===== src/rtl/sar_search_if.sv =====
// sar_search_if -- comparator handshake between the SAR search engine and an
// external comparator.
//   trial        candidate value presented to the comparator
//   trial_valid  trial is stable and awaiting a comparison result
//   cmp_valid    cmp_lt is valid for the trial currently presented
//   cmp_lt       unknown value < trial (unsigned)
// Modports: master = search engine, slave = comparator.
interface sar_search_if #(
    parameter int WIDTH = 4
);
    logic [WIDTH-1:0] trial;
    logic             trial_valid;
    logic             cmp_valid;
    logic             cmp_lt;

    modport master (
        output trial,
        output trial_valid,
        input  cmp_valid,
        input  cmp_lt
    );

    modport slave (
        input  trial,
        input  trial_valid,
        output cmp_valid,
        output cmp_lt
    );
endinterface


===== src/rtl/sar_search.sv =====
// sar_search -- successive-approximation binary search driven by an external
// comparator. Resolves one bit per accepted comparison, MSB first.
//   clk     single clock, rising edge
//   rst     synchronous, active-high reset
//   start   request a new search (sampled only in IDLE)
//   cmp     comparator handshake (trial/trial_valid out, cmp_valid/cmp_lt in)
//   busy    high in PROBE and DONE
//   done    one-cycle pulse when result is updated
//   result  last completed search value
//
// state | meaning
// IDLE  | waiting for start; trial and result hold their last values
// PROBE | trial presented, waiting for cmp_valid to resolve bit idx
// DONE  | one-cycle completion pulse, then back to IDLE
module sar_search #(
    parameter int WIDTH = 4
) (
    input  logic             clk,
    input  logic             rst,
    input  logic             start,
    sar_search_if.master     cmp,
    output logic             busy,
    output logic             done,
    output logic [WIDTH-1:0] result
);
    localparam int IDX_W = $clog2(WIDTH);
    localparam logic [IDX_W-1:0] IDX_MAX = IDX_W'(WIDTH - 1);
    localparam logic [WIDTH-1:0] TRIAL_FIRST = {1'b1, {(WIDTH-1){1'b0}}};

    typedef enum logic [1:0] {
        IDLE  = 2'd0,
        PROBE = 2'd1,
        DONE  = 2'd2
    } state_t;

    state_t           state_q, state_d;
    logic [WIDTH-1:0] trial_q, trial_d;
    logic [IDX_W-1:0] idx_q, idx_d;
    logic [WIDTH-1:0] result_q, result_d;

    always_ff @(posedge clk) begin
        if (rst) begin
            state_q  <= IDLE;
            trial_q  <= '0;
            idx_q    <= IDX_MAX;
            result_q <= '0;
        end else begin
            state_q  <= state_d;
            trial_q  <= trial_d;
            idx_q    <= idx_d;
            result_q <= result_d;
        end
    end

    always_comb begin
        state_d  = state_q;
        trial_d  = trial_q;
        idx_d    = idx_q;
        result_d = result_q;
        case (state_q)
            IDLE: begin
                if (start) begin
                    trial_d = TRIAL_FIRST;
                    idx_d   = IDX_MAX;
                    state_d = PROBE;
                end
            end
            PROBE: begin
                if (cmp.cmp_valid) begin
                    // Keep the bit under test only if unknown >= trial.
                    trial_d[idx_q] = ~cmp.cmp_lt;
                    if (idx_q != '0) begin
                        trial_d[idx_q - 1'b1] = 1'b1;
                        idx_d = idx_q - 1'b1;
                    end else begin
                        result_d = trial_d;
                        state_d  = DONE;
                    end
                end
            end
            DONE: begin
                state_d = IDLE;
            end
            default: begin
                state_d = IDLE;
            end
        endcase
    end

    assign cmp.trial       = trial_q;
    assign cmp.trial_valid = (state_q == PROBE);
    assign busy            = (state_q != IDLE);
    assign done            = (state_q == DONE);
    assign result          = result_q;
endmodule


===== src/flat_wrapper.sv =====
// flat-port wrapper written by rule: the top's interface ports become plain ports
module sar_search_flat 
#(
    parameter int WIDTH = 4
)
  (clk, rst, start, busy, done, result, cmp_trial, cmp_trial_valid, cmp_cmp_valid, cmp_cmp_lt);
  sar_search_if #(.WIDTH(WIDTH)) cmp_i ();
  input  logic clk;
  input  logic rst;
  input  logic start;
  output logic busy;
  output logic done;
  output logic [WIDTH-1:0] result;
  output wire logic [$bits(cmp_i.trial)-1:0] cmp_trial;
  output wire logic [$bits(cmp_i.trial_valid)-1:0] cmp_trial_valid;
  input wire logic [$bits(cmp_i.cmp_valid)-1:0] cmp_cmp_valid;
  input wire logic [$bits(cmp_i.cmp_lt)-1:0] cmp_cmp_lt;
  assign cmp_trial = cmp_i.trial;
  assign cmp_trial_valid = cmp_i.trial_valid;
  assign cmp_i.cmp_valid = cmp_cmp_valid;
  assign cmp_i.cmp_lt = cmp_cmp_lt;
  sar_search #(.WIDTH(WIDTH)) u_core (.clk(clk), .rst(rst), .start(start), .cmp(cmp_i), .busy(busy), .done(done), .result(result));
endmodule

===== config.mk =====
export PLATFORM = sky130hd
export DESIGN_NAME = sar_search_flat
export DESIGN_NICKNAME = d
export VERILOG_FILES = /design/src/rtl/sar_search_if.sv /design/src/rtl/sar_search.sv /design/src/flat_wrapper.sv
export SDC_FILE = /design/constraint.sdc
export NUM_CORES = 1
export LEC_CHECK = 0
export BUFFER_PORTS_ARGS = -buffer_cell sky130_fd_sc_hd__clkbuf_2
export CAP_MARGIN = 40
export CORE_UTILIZATION = 45
export CTS_CLUSTER_SIZE = 30
export DETAILED_ROUTE_END_ITERATION = 8
export GPL_TIMING_DRIVEN = 0
export PLACE_DENSITY_LB_ADDON = 0.3
export SYNTH_ARGS = -nofsm -noshare
export SYNTH_HDL_FRONTEND = slang
export SYNTH_SLANG_ARGS = --single-unit

===== constraint.sdc =====
create_clock -name clk -period 2.6 [get_ports clk]
set_input_delay 0.26 -clock clk [delete_from_list [all_inputs] [get_ports clk]]
set_output_delay 0.26 -clock clk [all_outputs]
set_load 0.01 [all_outputs]

# --- Word level (Yosys, flattened, before mapping) ---
# Cells that the tools add are included.
totals:
  reg_bits: 12
  latchBits: 0
  ram_bits: 0
  romBits: 0
  in_bits: 5
  output_inout_bits: 11
  word_cells: 45
  memories: 0
classes:
  n_addsub: 1
  multipliers: 0
  div: 0
  n_lt_le_gt_ge: 4
  eq_ne: 6
  shifts: 0
  n_mux: 17
  bitwise: 3
  n_reduce_logical: 10
ops:
  columns: ["cell", "count"]
  rows:
  - ["$mux W2", 6]
  - ["$mux W4", 3]
  - ["$reduce_and A3 Y1", 3]
  - ["$pmux W2 S2", 2]
  - ["$pmux W4 S2", 1]
  - ["$lt A2 B3 Y1 const B", 2]
  - ["$reduce_bool A2 Y1", 3]
  - ["$bwmux W4", 1]
  - ["$demux W1 S2", 2]
  - ["$ge A2 B1 Y1 const B", 2]
  - ["$ne A2 B1 Y1 const B", 2]
  - ["$ne A2 B2 Y1 const B", 2]
  - ["$or A4 B4 Y4", 1]
  - ["$reduce_and A4 Y1", 1]
  - ["$eq A2 B1 Y1 const B", 1]
  - ["$eq A2 B2 Y1 const B", 1]
  - ["$logic_and A1 B1 Y1", 2]
  - ["$logic_not A2 Y1", 1]
  - ["$mux W1", 2]
  - ["$not A1 Y1", 2]
  - ["$sub A2 B1 Y2 const B", 1]

# --- Depth between registers and ports, before layout ---
# Gate-level depths: netlist of run 1.
logic_depth:
  word_depth: 9
  mapped_depth: 6
  depth_no_buf: 6

# --- Least setup slack after synthesis of run 1 ---
# No wires, ideal clock.
synth_path:
  path_kind: "flip-flop to flip-flop"
  start: "register u_core.idx_q[0]"
  end: "register u_core.trial_q[3], in the netlist u_core.cmp.trial[3]"
  arrival_ns: 1.379
  required_time_ns: 2.463
  slack_ns: 1.084
  path_stages_with_launch: 7
  period_less_slack_ns: 1.516
  cell_sequence: "dfxtp_1 inv_1 ha_1 nor2b_1 or3_1 a21oi_1 a211oi_1"
synth_between:
  elab_chain_len: 9
  word_cells_on_any_way: 17
  classes_between: "add/sub (1); order compare (4); mux (8); bitwise (1); reduce/logical (3)"
synth_lines:
  columns: ["element", "line", "rtl"]
  rows:
  - ["from (decl)", "sar_search.sv:38", "logic [IDX_W-1:0] idx_q, idx_d;"]
  - ["from (signal assigned)", "sar_search.sv:50", "idx_q <= idx_d;"]
  - ["$sub A2 B1 Y2 (tied with other cells)", "sar_search.sv:73", "trial_d[idx_q - 1'b1] = 1'b1;"]
  - ["$lt A2 B3 Y1 (implied by the code) (tied with other cells)", "sar_search.sv:73", null]
  - ["$logic_and A1 B1 Y1 (implied by the code) / $mux W1 (equally long branches)", "sar_search.sv:73, sar_search.sv:71", null]
  - ["$mux W1 (implied by the code) / $demux W1 S2 (equally long branches)", null, null]
  - ["$demux W1 S2 / $bwmux W4 (equally long branches)", null, null]
  - ["$or A4 B4 Y4 (no line)", null, null]
  - ["$mux W4 (*)", "sar_search.sv:72", "if (idx_q != '0) begin"]
  - ["$mux W4 (*)", "sar_search.sv:69", "if (cmp.cmp_valid) begin"]
  - ["$pmux W4 S2 (*)", "sar_search.sv:60", "case (state_q)"]
  - ["to (signal assigned)", "sar_search.sv:49", "trial_q <= trial_d;"]
  - ["to (decl)", "sar_search.sv:37", "logic [WIDTH-1:0] trial_q, trial_d;"]
# Mark *: on every way between the ends. The rest lies on a longest branch, timed or not. The select of a mux whose other input is x is not followed.
# A chain may end at the register's enable or synchronous reset.

# --- Worst setup path after layout of run 1 ---
# Same ends and word-level chain as after synthesis.

==> results.txt, run 1 <==
The setup path with the least slack is of type reg -> reg. The number of levels in the clock H-tree was 1; the number of buffers inserted for hold repair after clock tree synthesis was 0. Yosys printed 0 warnings. The number of nets at the end of the flow came out at 106.

The leading register cell type out of synthesis was sky130_fd_sc_hd__dfxtp_1. The worst slew margin relative to its limit is 65.2%, and the wire length reported by the detailed router is 1460 µm. The average instance in the mapped netlist occupies 9.08 µm².

The number of global-route vias before repair is 480. In the final layout, the share of cells above drive strength 1 is 33.3%. In this run the power density over the cells is 454 nW/µm².

The number of antenna violations at the first check in global routing is 0, and the final routed wire length divided by cell count is 13.5 µm. For this run the aggregate overflow at the end of global routing stands at 0. The final estimated routing congestion in global placement came out at 0.807. Setup violations remaining at the end of the flow were counted as 0. The synthesized design contains 0 enable-type register cells. Clock-pin slew was measured on the worst setup and hold paths at 0.08 ns. The insertion delay to the later sink of the worst-skew pair is 0.28 ns. In the layout the commonest cells are 15 x sky130_fd_sc_hd__clkbuf_2, 12 x sky130_fd_sc_hd__dfxtp_1, 6 x sky130_fd_sc_hd__nand2_1, 6 x sky130_fd_sc_hd__ha_1.

Synthesis produced 75 cells. The analysis attributes to cell leakage a power of 0.350 nW. The number of nets handed over by synthesis was 86. The count of final max-slew check failures is 0.

The library cell used most frequently in the layout, excluding fill and tap cells, is sky130_fd_sc_hd__clkbuf_2. On the final layout, the worst hold slack is 0.260 ns. Timing would allow up to 575 MHz. The routed layout has 575 vias. In the routed design, unresolved DRC markers number 0. Once detailed placement completed, the half-perimeter wirelength came to 1050 µm. The post-synthesis to final-layout area growth was 17.1%; the remaining antenna violation count was 0. Entering global routing, the biggest net connects 11 pins. For the pin with the worst max-slew slack, the measured transition is 0.523 ns.

The tools report the final clock skew as 0.00391 ns. The initialized floorplan defines 13 standard-cell rows. Counting flops and latches in the post-synthesis netlist gives 12. STA classifies the critical path endpoint as a register. Once the clock tree was built, the resizer swapped 0 gates to a different size. For the full die area, the log shows 1670 µm². The via density per instance is 5.32, and the global-route wire length before repair is 2170 µm. The tool flagged a number of max-cap violations equal to 0. The logs give 50.4% for the initial standard-cell utilization of the core and 1350 µm² for the floorplan core area. Required time of the worst setup path: 2.74 ns.

The post-synthesis sequential area ratio is 35.3%. In this run the clock root is driven by a sky130_fd_sc_hd__clkbuf_4. STA classifies the critical path startpoint as a register.

For this block, the initial DRC count from the detailed router was 11. The tree built by TritonCTS fans out to 12 sinks. The logs give 681 µm² for the cell area after technology mapping and 0 for the number of antenna cells inserted. The clock passes through at most 2 buffers. The first detailed-routing pass took 4 iterations. Kind of path behind the tightest hold check: in -> reg. In this run, distinct cell masters in the synthesized netlist total 33. The y dimension of the die is 40.9 µm.

Number of buffers added by the clock tree synthesis step: 3. The die boundary width was 40.9 µm. Post-CTS timing repair inserted 0 buffers for setup.

TritonCTS built the clock tree. In this run the worst path has a maximum fanout of 7. Setup repair after global routing left no endpoint under its margin.

The routed design could run at a clock period as short as 1.74 ns. Input and output buffers added on the ports amount to 15. Data on the critical path arrives at its endpoint at 1.88 ns. The final hold violation count is 0, and the final period utilization is 66.9%.

The final sum of negative setup slack was 0 ns; the combined global-route utilization of all metal layers was 21.5%. Across all register-to-register paths, the minimum setup slack is 0.86 ns. The total I/O pin count was 16; the peak supply drop was 0.000283 V.

The flow ran to the end, and the final reports show no timing, DRC or antenna violations. After synthesis, the share of flip-flops with an asynchronous set or reset is 0%.
[metal layers]
layer | GRT usage (%) | routed length [µm]
met1 | 24.3 | 710
met2 | 34.0 | 655
met3 | 6.52 | 52
met4 | 15.0 | 38
met5 | 0 | 0
[cell usage after synthesis (2+ instances only)]
master	n	area (µm²)
sky130_fd_sc_hd__a21oi_1	5	25.0
sky130_fd_sc_hd__a21oi_2	2	17.5
sky130_fd_sc_hd__dfxtp_1	12	240
sky130_fd_sc_hd__ha_1	6	75.1
sky130_fd_sc_hd__inv_1	3	11.3
sky130_fd_sc_hd__mux2i_1	2	20.0
sky130_fd_sc_hd__nand2_1	6	22.5
sky130_fd_sc_hd__nand2b_1	2	12.5
sky130_fd_sc_hd__nor2_1	5	18.8
sky130_fd_sc_hd__nor2b_1	3	18.8
sky130_fd_sc_hd__nor3_1	3	15.0
sky130_fd_sc_hd__o21ai_0	3	15.0
sky130_fd_sc_hd__o32ai_1	2	17.5
sky130_fd_sc_hd__or2_2	2	12.5
[kinds of logic after synthesis]
family                   share of synthesized area (%)
adder cells (fa/ha/maj)                           11.0
buffers and inverters                             4.41
AO/OA/AOI/OAI                                     21.0
AND/OR/NAND/NOR                                   25.4
flip-flops                                        35.3
multiplexers                                      2.94
[power by group]
group	total, mW	switching, mW	internal (mW)
Combinational	0.0488	0.0291	0.0196
Clock	0.117	0.0637	0.0537
Sequential	0.195	0.00667	0.189
Total	0.362	0.0995	0.262
[worst max-delay path: stages (launching register included)]
cell	delay, ns
sky130_fd_sc_hd__dfxtp_1	0.45
sky130_fd_sc_hd__inv_1	0.16
sky130_fd_sc_hd__ha_1	0.30
sky130_fd_sc_hd__nor2b_1	0.18
sky130_fd_sc_hd__or3_1	0.31
sky130_fd_sc_hd__a21oi_1	0.14
sky130_fd_sc_hd__a211oi_1	0.06
[registers in the layout, indices dropped and copies added, names as in the netlist]
register and count:
u_core.result 4, u_core.idx_q 2, u_core.cmp.trial 4, u_core.state_q 2
[layout make-up]
cell class	count	area (µm²)
fill	127	553
multi-input combinational	57	410
sequential	12	240
timing repair buffer	15	75.1
clock buffer	3	22.5
tap	15	18.8
buffer	2	15.0
inverter	4	15.0
[stage by stage]
stage / instances / setup slack, ns / total power [mW] / area [µm²] / utilization [%]
global route: 108 / 0.650 / 0.383 / 797 / 59.0
detailed placement: 105 / 0.883 / 0.248 / 774 / 57.4
finish: 108 / 0.861 / 0.362 / 797 / 59.0
CTS: 108 / 0.865 / 0.366 / 797 / 59.0
global placement: 105 / 0.922 / 0.247 / 774 / 57.4
floorplan: 75 / 1.08 / 0.230 / 681 / -
[path summary, 6_finish.rpt]
kind,start,endpoint,cells past startpoint
setup / recovery,u_core.idx_q[0],u_core.cmp.trial[3],6
hold / removal,rst,u_core.idx_q[0],3
setup reg to reg,u_core.idx_q[0],u_core.cmp.trial[3],6
hold reg to reg,u_core.result[3],u_core.result[3],2
Note: power is estimated with default switching activity, not from simulation.
==> inputs of run 2 (changes only) <==
==> constraint.sdc (replaced) <==
create_clock -name clk -period 1.8 [get_ports clk]
set_input_delay 0.18 -clock clk [delete_from_list [all_inputs] [get_ports clk]]
set_output_delay 0.18 -clock clk [all_outputs]
set_load 0.01 [all_outputs]
==> run 2 against run 1 <==
  * Hold slack worse by 0.086 ns
  * Clock skew hardly changed
  * Clock power grew 44%
  * Final area up 0.78%
  * Core utilization rose by 0.46 points
  * Critical path depth stayed put
  * Count of clock-buffer cells in the layout stayed put
  * First-iteration DRC count decreased by 45%
  * Sequential share of layout area rose by 0.077 points
  * Combinational power increased by 48%
  * Fmax increased by 6.2%
  * Critical path type unchanged
  * Largest cell class unchanged
==> results.txt, run 2 (same netlist as run 1, synthesis figures left out) <==
Post-CTS timing repair inserted 0 buffers for setup. Final clock skew: 0.00343 ns. The y dimension of the die was 40.9 µm; the count of TritonRoute iterations in the first routing pass was 4. Final sum of negative setup slack: 0 ns.

For this design the static power due to leakage is 0.350 nW. For the pin with the worst max-slew slack, the measured transition is 0.522 ns. For the worst setup path, the data required time is 1.94 ns.

Setup repair after global routing left no endpoint under its margin. After the last flow step, the layout net total stands at 106. The worst path meets setup with 0.163 ns of slack. The tools report the number of design-rule violations left by the first detailed-router iteration as 6. STA classifies the critical path startpoint as a register. The final period utilization is 90.9%. The final routed wire length divided by cell count came out at 13.7 µm. The commonest non-fill, non-tap cell in the layout is sky130_fd_sc_hd__clkbuf_2. After clock tree synthesis, the clock-pin slew on the worst setup and hold paths is 0.08 ns.

The floorplan core area is 1350 µm². The CTS sink count was 12; the worst-case setup slack after placement was 0.0827 ns. IR analysis of the VDD net gives a maximum drop of 0.000409 V.

Final standard cell utilization of the core: 59.5%. The clock reaches the later pin of the worst-skew pair after 0.28 ns. In the final layout, the share of cells above drive strength 1 is 36.6%. Routability-driven placement finished with a final weighted congestion of 0.807.

The setup violation total in the final timing report is 0, and the largest net degree at the start of global routing is 11. The worst setup path is captured at a register. The power per unit of standard cell area is 652 nW/µm², and the max-capacitance violation count is 0. The tree is rooted in a sky130_fd_sc_hd__clkbuf_4. Critical path's slowest cell: sky130_fd_sc_hd__dfxtp_2. After filler insertion, the fill cell instance count of the layout stands at 125. For the full die area, the log shows 1670 µm².

Walking the worst path, the cells encountered are inv_1 -> ha_1 -> nor2b_1 -> or3_1 -> a21oi_1 -> a211oi_1. The final hold violation count is 0, and the number of placement rows is 13. For the data arrival at the endpoint of the critical path, the log shows 1.78 ns.

The number of antenna diodes in the final layout is 0. For this design the top-level I/O count stands at 16. Using the TritonRoute via totals, the vias-per-cell ratio works out to 5.40. The run finished with clean final reports. The clock tree buffer depth is 2. The largest fanout on the critical path works out to 7. Post-detailed-route DRC marker count: 0. In the layout the commonest cells are 15 x sky130_fd_sc_hd__clkbuf_2, 10 x sky130_fd_sc_hd__dfxtp_1, 6 x sky130_fd_sc_hd__nand2_1, 6 x sky130_fd_sc_hd__ha_1, 5 x sky130_fd_sc_hd__nor2_1. Relative to the synthesized area, the layout overhead comes to 18.0%. The run gives 0 as the remaining antenna violation count.

For the number of antenna violations at the first check in global routing, the log shows 0. The logs give 65.2% for the worst slew margin relative to its limit and 50.4% for the initial standard-cell utilization of the core. The tools report the wire length reported by the detailed router as 1480 µm. TritonCTS built the clock tree. The maximum achievable frequency was 611 MHz; the detailed-placement wirelength estimate was 1050 µm. The run gives 21.5% as the combined global-route utilization of all metal layers. In this run the tool buffered the top-level ports with 15 buffer cells.

The worst setup path is of the reg -> reg kind. For the remaining global-route overflow, the log shows 0. For the global-route wire length before repair, the log shows 2170 µm. The worst hold path belongs to the class in -> reg. The number of global-route vias before repair was 480. The number of buffers added by the clock tree synthesis step is 3, and the shortest clock period the worst path allows after layout is 1.64 ns. Measured along the x axis, the die boundary spans 40.9 µm.

The routed layout has 583 vias. The count of final max-slew check failures is 0, and the maximum single-stage delay on the critical path is 0.40 ns. The number of levels in the clock H-tree is 1.
-- run 2: cell count changes in the layout (fill, tap and decap cells not counted) --
cell | previous run | this run
sky130_fd_sc_hd__a21oi_1 | 5 | 4
sky130_fd_sc_hd__a21oi_2 | 2 | 3
sky130_fd_sc_hd__dfxtp_1 | 12 | 10
sky130_fd_sc_hd__dfxtp_2 | 0 | 2
-- run 2: cell type report --
| cell class | instances | area, µm² | share of cell area (%) |
|---|---|---|---|
| clock buffers | 3 | 22.5 | 2.80 |
| multi-input cells | 57 | 414 | 51.6 |
| well taps | 15 | 18.8 | 2.34 |
| flip-flops and latches | 12 | 243 | 30.2 |
| plain buffers | 2 | 15.0 | 1.87 |
| repair buffers | 15 | 75.1 | 9.35 |
| inverters | 4 | 15.0 | 1.87 |
-- run 2: report_power, final --
| group | internal [mW] | switching, mW |
|---|---|---|
| Combinational | 0.0290 | 0.0430 |
| Clock | 0.0776 | 0.0916 |
| Sequential | 0.273 | 0.00961 |
-- run 2: worst max-delay path, delay by kind of cell (launching register included) --
kind	cells	cell delay (ns)
AND/OR/NAND/NOR	2	0.49
AO/OA/AOI/OAI	2	0.20
adder cells (fa/ha/maj)	1	0.29
buffers and inverters	1	0.12
flip-flops	1	0.40
-- run 2: routing by layer --
metal / wire [µm] / vias up / global-route usage, %
met2: 665 / 13 / 34.0
met5: 0 / - / 0
met3: 52 / 4 / 6.52
met4: 38 / 0 / 15.0
met1: 725 / 260 / 24.3
li1: - / 306 / -
-- run 2: worst paths after layout --
check	from	depth (start not counted)	slack, ns	end
hold reg to reg	u_core.result[3]	2	0.48	u_core.result[3]
setup reg to reg	u_core.idx_q[0]	6	0.16	u_core.cmp.trial[3]
hold / removal	cmp_cmp_lt	2	0.17	u_core.result[0]
setup / recovery	u_core.idx_q[0]	6	0.16	u_core.cmp.trial[3]
-- run 2: repair_timing --
item                       in CTS  in global routing
setup endpoints to repair       0                  3
gates resized for setup         0                  3
hold buffers                    0                  0
-- run 2: metrics by stage --
stage / power, mW / instances / hold slack, ns / cell area [µm²]
2_1_floorplan: 0.333 / 75 / 0.270 / 681
3_3_place_gp: 0.357 / 105 / 0.456 / 774
3_5_place_dp: 0.359 / 105 / 0.459 / 774
4_1_cts: 0.529 / 108 / 0.162 / 797
5_1_grt: 0.554 / 108 / 0.166 / 803
6_report: 0.524 / 108 / 0.174 / 803
